===== config.mk =====
export PLATFORM = sky130hd
export DESIGN_NAME = layer_scan_controller
export DESIGN_NICKNAME = d
export VERILOG_FILES = /design/src/rtl/layer_scan_controller.sv
export SDC_FILE = /design/constraint.sdc
export NUM_CORES = 1
export LEC_CHECK = 0
export ABC_AREA = 1
export CORE_AREA = 2 2 125 127
export CTS_BUF_LIST = sky130_fd_sc_hd__clkbuf_4 sky130_fd_sc_hd__clkbuf_8
export DETAILED_ROUTE_END_ITERATION = 8
export DIE_AREA = 0 0 127 129
export PLACE_DENSITY_LB_ADDON = 0.12
export SYNTH_ARGS = -nofsm -noshare
export SYNTH_HDL_FRONTEND = slang
export SYNTH_SLANG_ARGS = --single-unit

===== constraint.sdc =====
create_clock -name clk -period 3.85 [get_ports clk]
set_input_delay 0.77 -clock clk [delete_from_list [all_inputs] [get_ports clk]]
set_output_delay 0.77 -clock clk [all_outputs]
set_load 0.01 [all_outputs]

===== src/rtl/layer_scan_controller.sv =====
// layer_scan_controller
//   Walks the layer header store once per frame, fetching each layer's
//   128-bit header and forwarding the enabled ones to the render engine as
//   descriptors. It also owns the store's write port. Host writes pass
//   straight through, except a write aimed at the layer currently being
//   fetched, which is held off until that header has been captured.
//
// Ports
//   clk, reset                  master clock, synchronous active-high reset
//   frame_start                 1-cycle pulse that starts a scan
//   host_wr_valid/ready         host write handshake
//   host_wr_layer/reg/data      host write target and data
//   hdr_read_layer              header store read address (scan index)
//   hdr_write_en/layer/reg/data header store write port
//   hdr_layer_info              header store read data (8 x 16-bit registers)
//   out_valid/ready             descriptor handshake to the engine
//   out_layer, out_info         captured descriptor
//   out_last                    descriptor is the final layer of the scan
//   scan_busy                   scan in progress
//   scan_done                   1-cycle pulse when a scan completes
//   frame_overrun               1-cycle pulse: frame_start arrived while busy

module layer_scan_controller #(
  parameter int NUM_LAYERS = 32,
  parameter int RD_LAT     = 1,
  parameter int EN_BIT     = 0
) (
  input  logic         clk,
  input  logic         reset,
  input  logic         frame_start,
  input  logic         host_wr_valid,
  output logic         host_wr_ready,
  input  logic [4:0]   host_wr_layer,
  input  logic [2:0]   host_wr_reg,
  input  logic [15:0]  host_wr_data,
  output logic [4:0]   hdr_read_layer,
  output logic         hdr_write_en,
  output logic [4:0]   hdr_write_layer,
  output logic [2:0]   hdr_write_reg,
  output logic [15:0]  hdr_write_data,
  input  logic [127:0] hdr_layer_info,
  output logic         out_valid,
  input  logic         out_ready,
  output logic [4:0]   out_layer,
  output logic [127:0] out_info,
  output logic         out_last,
  output logic         scan_busy,
  output logic         scan_done,
  output logic         frame_overrun
);

  typedef enum logic [2:0] {
    IDLE,
    ISSUE,
    WAIT,
    EMIT,
    DONE
  } state_t;

  localparam logic [4:0] LAST_LAYER = 5'(NUM_LAYERS - 1);
  localparam logic [2:0] LAT        = 3'(RD_LAT);

  state_t       state, state_next;
  logic [4:0]   cur, cur_next;
  logic [2:0]   cnt, cnt_next;
  logic [127:0] info_q, info_next;
  logic [4:0]   layer_q, layer_next;
  logic         overrun_q;

  // State register and captured descriptor. The overrun flag is registered so
  // it pulses the cycle after the offending frame_start.
  always_ff @(posedge clk) begin
    if (reset) begin
      state     <= IDLE;
      cur       <= '0;
      cnt       <= '0;
      info_q    <= '0;
      layer_q   <= '0;
      overrun_q <= 1'b0;
    end else begin
      state     <= state_next;
      cur       <= cur_next;
      cnt       <= cnt_next;
      info_q    <= info_next;
      layer_q   <= layer_next;
      overrun_q <= frame_start && (state != IDLE);
    end
  end

  // Next-state logic. Advancing to the next layer is folded into the
  // transition out of WAIT (disabled layer) or EMIT (handshake), so it costs
  // no cycle of its own.
  always_comb begin
    state_next = state;
    cur_next   = cur;
    cnt_next   = cnt;
    info_next  = info_q;
    layer_next = layer_q;
    unique case (state)
      IDLE: begin
        if (frame_start) begin
          cur_next   = '0;
          state_next = ISSUE;
        end
      end
      ISSUE: begin
        cnt_next   = LAT;
        state_next = WAIT;
      end
      WAIT: begin
        cnt_next = cnt - 3'd1;
        if (cnt == 3'd1) begin
          info_next  = hdr_layer_info;
          layer_next = cur;
          if (hdr_layer_info[EN_BIT]) begin
            state_next = EMIT;
          end else if (cur == LAST_LAYER) begin
            state_next = DONE;
          end else begin
            cur_next   = cur + 5'd1;
            state_next = ISSUE;
          end
        end
      end
      EMIT: begin
        if (out_ready) begin
          if (cur == LAST_LAYER) begin
            state_next = DONE;
          end else begin
            cur_next   = cur + 5'd1;
            state_next = ISSUE;
          end
        end
      end
      DONE: begin
        cur_next   = '0;
        state_next = IDLE;
      end
      default: state_next = IDLE;
    endcase
  end

  // A write that targets the layer whose header is in flight would make the
  // captured header ambiguous, so it is stalled until capture has happened.
  assign host_wr_ready   = !(((state == ISSUE) || (state == WAIT)) && (host_wr_layer == cur));
  assign hdr_write_en    = host_wr_valid && host_wr_ready;
  assign hdr_write_layer = host_wr_layer;
  assign hdr_write_reg   = host_wr_reg;
  assign hdr_write_data  = host_wr_data;

  assign hdr_read_layer = cur;
  assign out_valid      = (state == EMIT);
  assign out_layer      = layer_q;
  assign out_info       = info_q;
  assign out_last       = out_valid && (layer_q == LAST_LAYER);
  assign scan_busy      = (state != IDLE);
  assign scan_done      = (state == DONE);
  assign frame_overrun  = overrun_q;

endmodule


==> flow_metrics.env <==
export IMPL_dieWidth_um=127
export IMPL_cts_resized=0
export IMPL_synth_top_cells_by_count="280 x nor2_1, 145 x dfxtp_1, 93 x o21ai_0, 40 x o21ai_1, 28 x nand2_1"
export IMPL_met2_usage=0.333
export IMPL_period_minus_slack_ns=3.26
export IMPL_cts_buffers=17
export IMPL_synth_edff_count=0
export IMPL_grt_antenna_before_repair=0
export IMPL_worstSetupPathType="primary input to primary output"
export IMPL_arrival_ns=2.49
export IMPL_cts_tree="done"
export IMPL_use_met1=0.236
export IMPL_gp_congestion=0.817
export IMPL_clock_latency_ns=0.44
export IMPL_synth_top_area_share=0.526
export IMPL_antenna_cells=0
export IMPL_min_to="cnt[2]$_SDFFE_PP0P_"
export IMPL_async_flop_share=0
export IMPL_hpwl_um=11200
export IMPL_hold_viol=0
export IMPL_synth_area_um2=5520
export IMPL_fin_nets=1120
export IMPL_fin_tns_setup_ns=0
export IMPL_synth_xor_area_share=0.00794
export IMPL_pin_count=326
export IMPL_r2r_end="out_info[28]$_SDFFE_PP0P_"
export IMPL_critical_path_max_fanout=2
export IMPL_r2r_start="state[1]$_SDFFE_PP0P_"
export IMPL_drv_slew=0
export IMPL_power_density_nw_per_um2=538
export IMPL_synth_fa_ha_area_frac=0.00907
export IMPL_min_from="cnt[2]$_SDFFE_PP0P_"
export IMPL_r2r_slack_ns=1.43
export IMPL_rr_worst_depth=8
export IMPL_drcViolationCount=0
export IMPL_drive_gt1_frac=0.0443
export IMPL_p_leak_nw=3.65
export IMPL_synth_area_per_cell_um2=7.71
export IMPL_vdd_drop_max_v=0.000249
export IMPL_overflow=0
export IMPL_fp_coreArea_um2=15000
export IMPL_drv_cap=0
export IMPL_clockRootBuffer="clkbuf_8"
export IMPL_synth_top_family_by_area="simple AND/OR/NAND/NOR gates"
export IMPL_grt_pass1_vias=5298
export IMPL_status="finished, final reports clean"
export IMPL_max_freq_mhz=306
export IMPL_synth_most_common_cell="nor2_1"
export IMPL_grt_start_max_net_pins=89
export IMPL_syn2layout_area_growth_pct=58.1
export IMPL_worst_setup_path_start_kind="primary input"
export IMPL_synth_mux_area_frac=0
export IMPL_syn_nets=877
export IMPL_grt_pass1_wl_um=26400
export IMPL_top_usage_layer="met2"
export IMPL_worst_pin_slew_ns=0.660
export IMPL_grt_usage=0.201
export IMPL_drtAntennaViolNets=0
export IMPL_firstDrtPassIters=4
export IMPL_synth_simple_area_share=0.238
export IMPL_yosys_register_bits=145
export IMPL_num_rows=45
export IMPL_min_delay_path_depth=1
export IMPL_synth_top_area_cell="dfxtp_1"
export IMPL_worstSetupEndpointType="primary output"
export IMPL_routed_via_density=4.60
export IMPL_start_util=0.368
export IMPL_clockBufferDepth=2
export IMPL_seq_area_um2=2900
export IMPL_rsz0062_at_grt="no"
export IMPL_num_fill_cells=1431
export IMPL_ys_flop_type="dfxtp_1"
export IMPL_dieArea_um2=16400
export IMPL_cts_sinks=145
export IMPL_wire_per_inst_um=14.2
export IMPL_yosys_warnings=0
export IMPL_die_h_um=129
export IMPL_maxSlewHeadroom=0.560
export IMPL_fin_crit_sh=0.848
export IMPL_synth_area_top_cells="dfxtp_1 53%, nor2_1 19%, o21ai_0 8.4%"
export IMPL_hp_class="flop to flop"
export IMPL_setup_viol=0
export IMPL_htree_levels=4
export IMPL_hold_buffers=0
export IMPL_fin_skew_ns=0.0125
export IMPL_post_cts_setup_buffers=0
export IMPL_syn_inst=716
export IMPL_drt_initial_drc_count=274
export IMPL_ys_seq_area_frac=0.526
export IMPL_worstPathRequired_ns=3.08
export IMPL_gr_usage_met3=0.0753
export IMPL_num_vias=5331
export IMPL_synth_compound_area_share=0.131
export IMPL_holdWs_ns=0.455
export IMPL_synth_distinct_cells=26
export IMPL_clk_pin_slew_worst_paths_ns=0.08
export IMPL_wl_um=16500
export IMPL_multi_input_area_um2=2130
export IMPL_portBuffers=287
## critical path, cell delays in order
cell,delay [ns]
clkdlybuf4s50_1,0.52
xnor2_1,0.13
nand2_1,0.06
nor2_1,0.23
nand3_1,0.15
and2_1,0.16
clkdlybuf4s50_1,0.47
## placed cells by master, fill, tap and decap left out, types with 3 or more instances in the layout
master,synthesis,final
clkdlybuf4s50_1,0,287
nor2_1,280,280
dfxtp_1,145,145
o21ai_0,93,93
o21ai_1,40,40
nand2_1,28,28
clkbuf_8,0,18
inv_1,18,16
nand3_1,13,13
a21oi_1,6,6
xnor2_1,5,5
bufinv_16,0,5
ha_1,4,4
nor2_4,3,3
clkinv_2,0,3
buf_4,24,3
## metrics by stage
| step | cells | total power [mW] | cell area [µm²] | utilization | setup slack, ns |
|---|---|---|---|---|---|
| global placement | 1128 | 3.38 | 8280 | 0.553 | 0.575 |
| global route | 1158 | 5.00 | 8720 | 0.583 | 0.469 |
| finish | 1158 | 4.70 | 8720 | 0.583 | 0.586 |
| CTS | 1158 | 4.76 | 8720 | 0.583 | 0.567 |
| floorplan | 716 | 2.65 | 5520 | - | 1.72 |
| detailed placement | 1128 | 3.39 | 8280 | 0.553 | 0.570 |
## power breakdown
group	leakage (nW)	internal, mW	switching, mW
Combinational	2.25	0.724	0.728
Sequential	1.17	1.75	0.141
Clock	0.225	0.796	0.559
Total	3.65	3.27	1.43
## per-layer routing
layer	up-vias	part of all wire
met4	0	0.027
met2	198	0.46
met1	2357	0.43
met3	31	0.079
li1	2745	-
met5	-	0
## layout make-up
cell class | count | area share
Timing Repair Buffer | 292 | 0.336
Sequential cell | 145 | 0.333
Multi-Input combinational cell | 484 | 0.244
Clock buffer | 20 | 0.0301
Tap cell | 188 | 0.0270
Clock inverter | 10 | 0.0212
Inverter | 19 | 0.00860
## kinds of logic after synthesis
kind of cell | Yosys count
xor gates and xnor gates | 5
and+or+nand+nor | 332
adders and majority gates | 4
DFF | 145
buffers and inverters | 87
AOI/OAI and AO/OA | 143
## sequential cells by signal, summed over array words and instances (netlist names)
signal	cells
out_info	128
hdr_read_layer	5
out_layer	5
cnt	3
state	3
frame_overrun	1
## how the worst max path moves through the flow
stage                    to             start  depth (start not counted)
3_3_place_gp   hdr_write_en  host_wr_layer[0]                          7
2_1_floorplan  hdr_write_en  host_wr_layer[1]                          5
5_1_grt        hdr_write_en  host_wr_layer[1]                          7
3_5_place_dp   hdr_write_en  host_wr_layer[0]                          7
4_1_cts        hdr_write_en  host_wr_layer[1]                          7
6_report       hdr_write_en  host_wr_layer[2]                          7
Power figures use the tool's default switching activity.
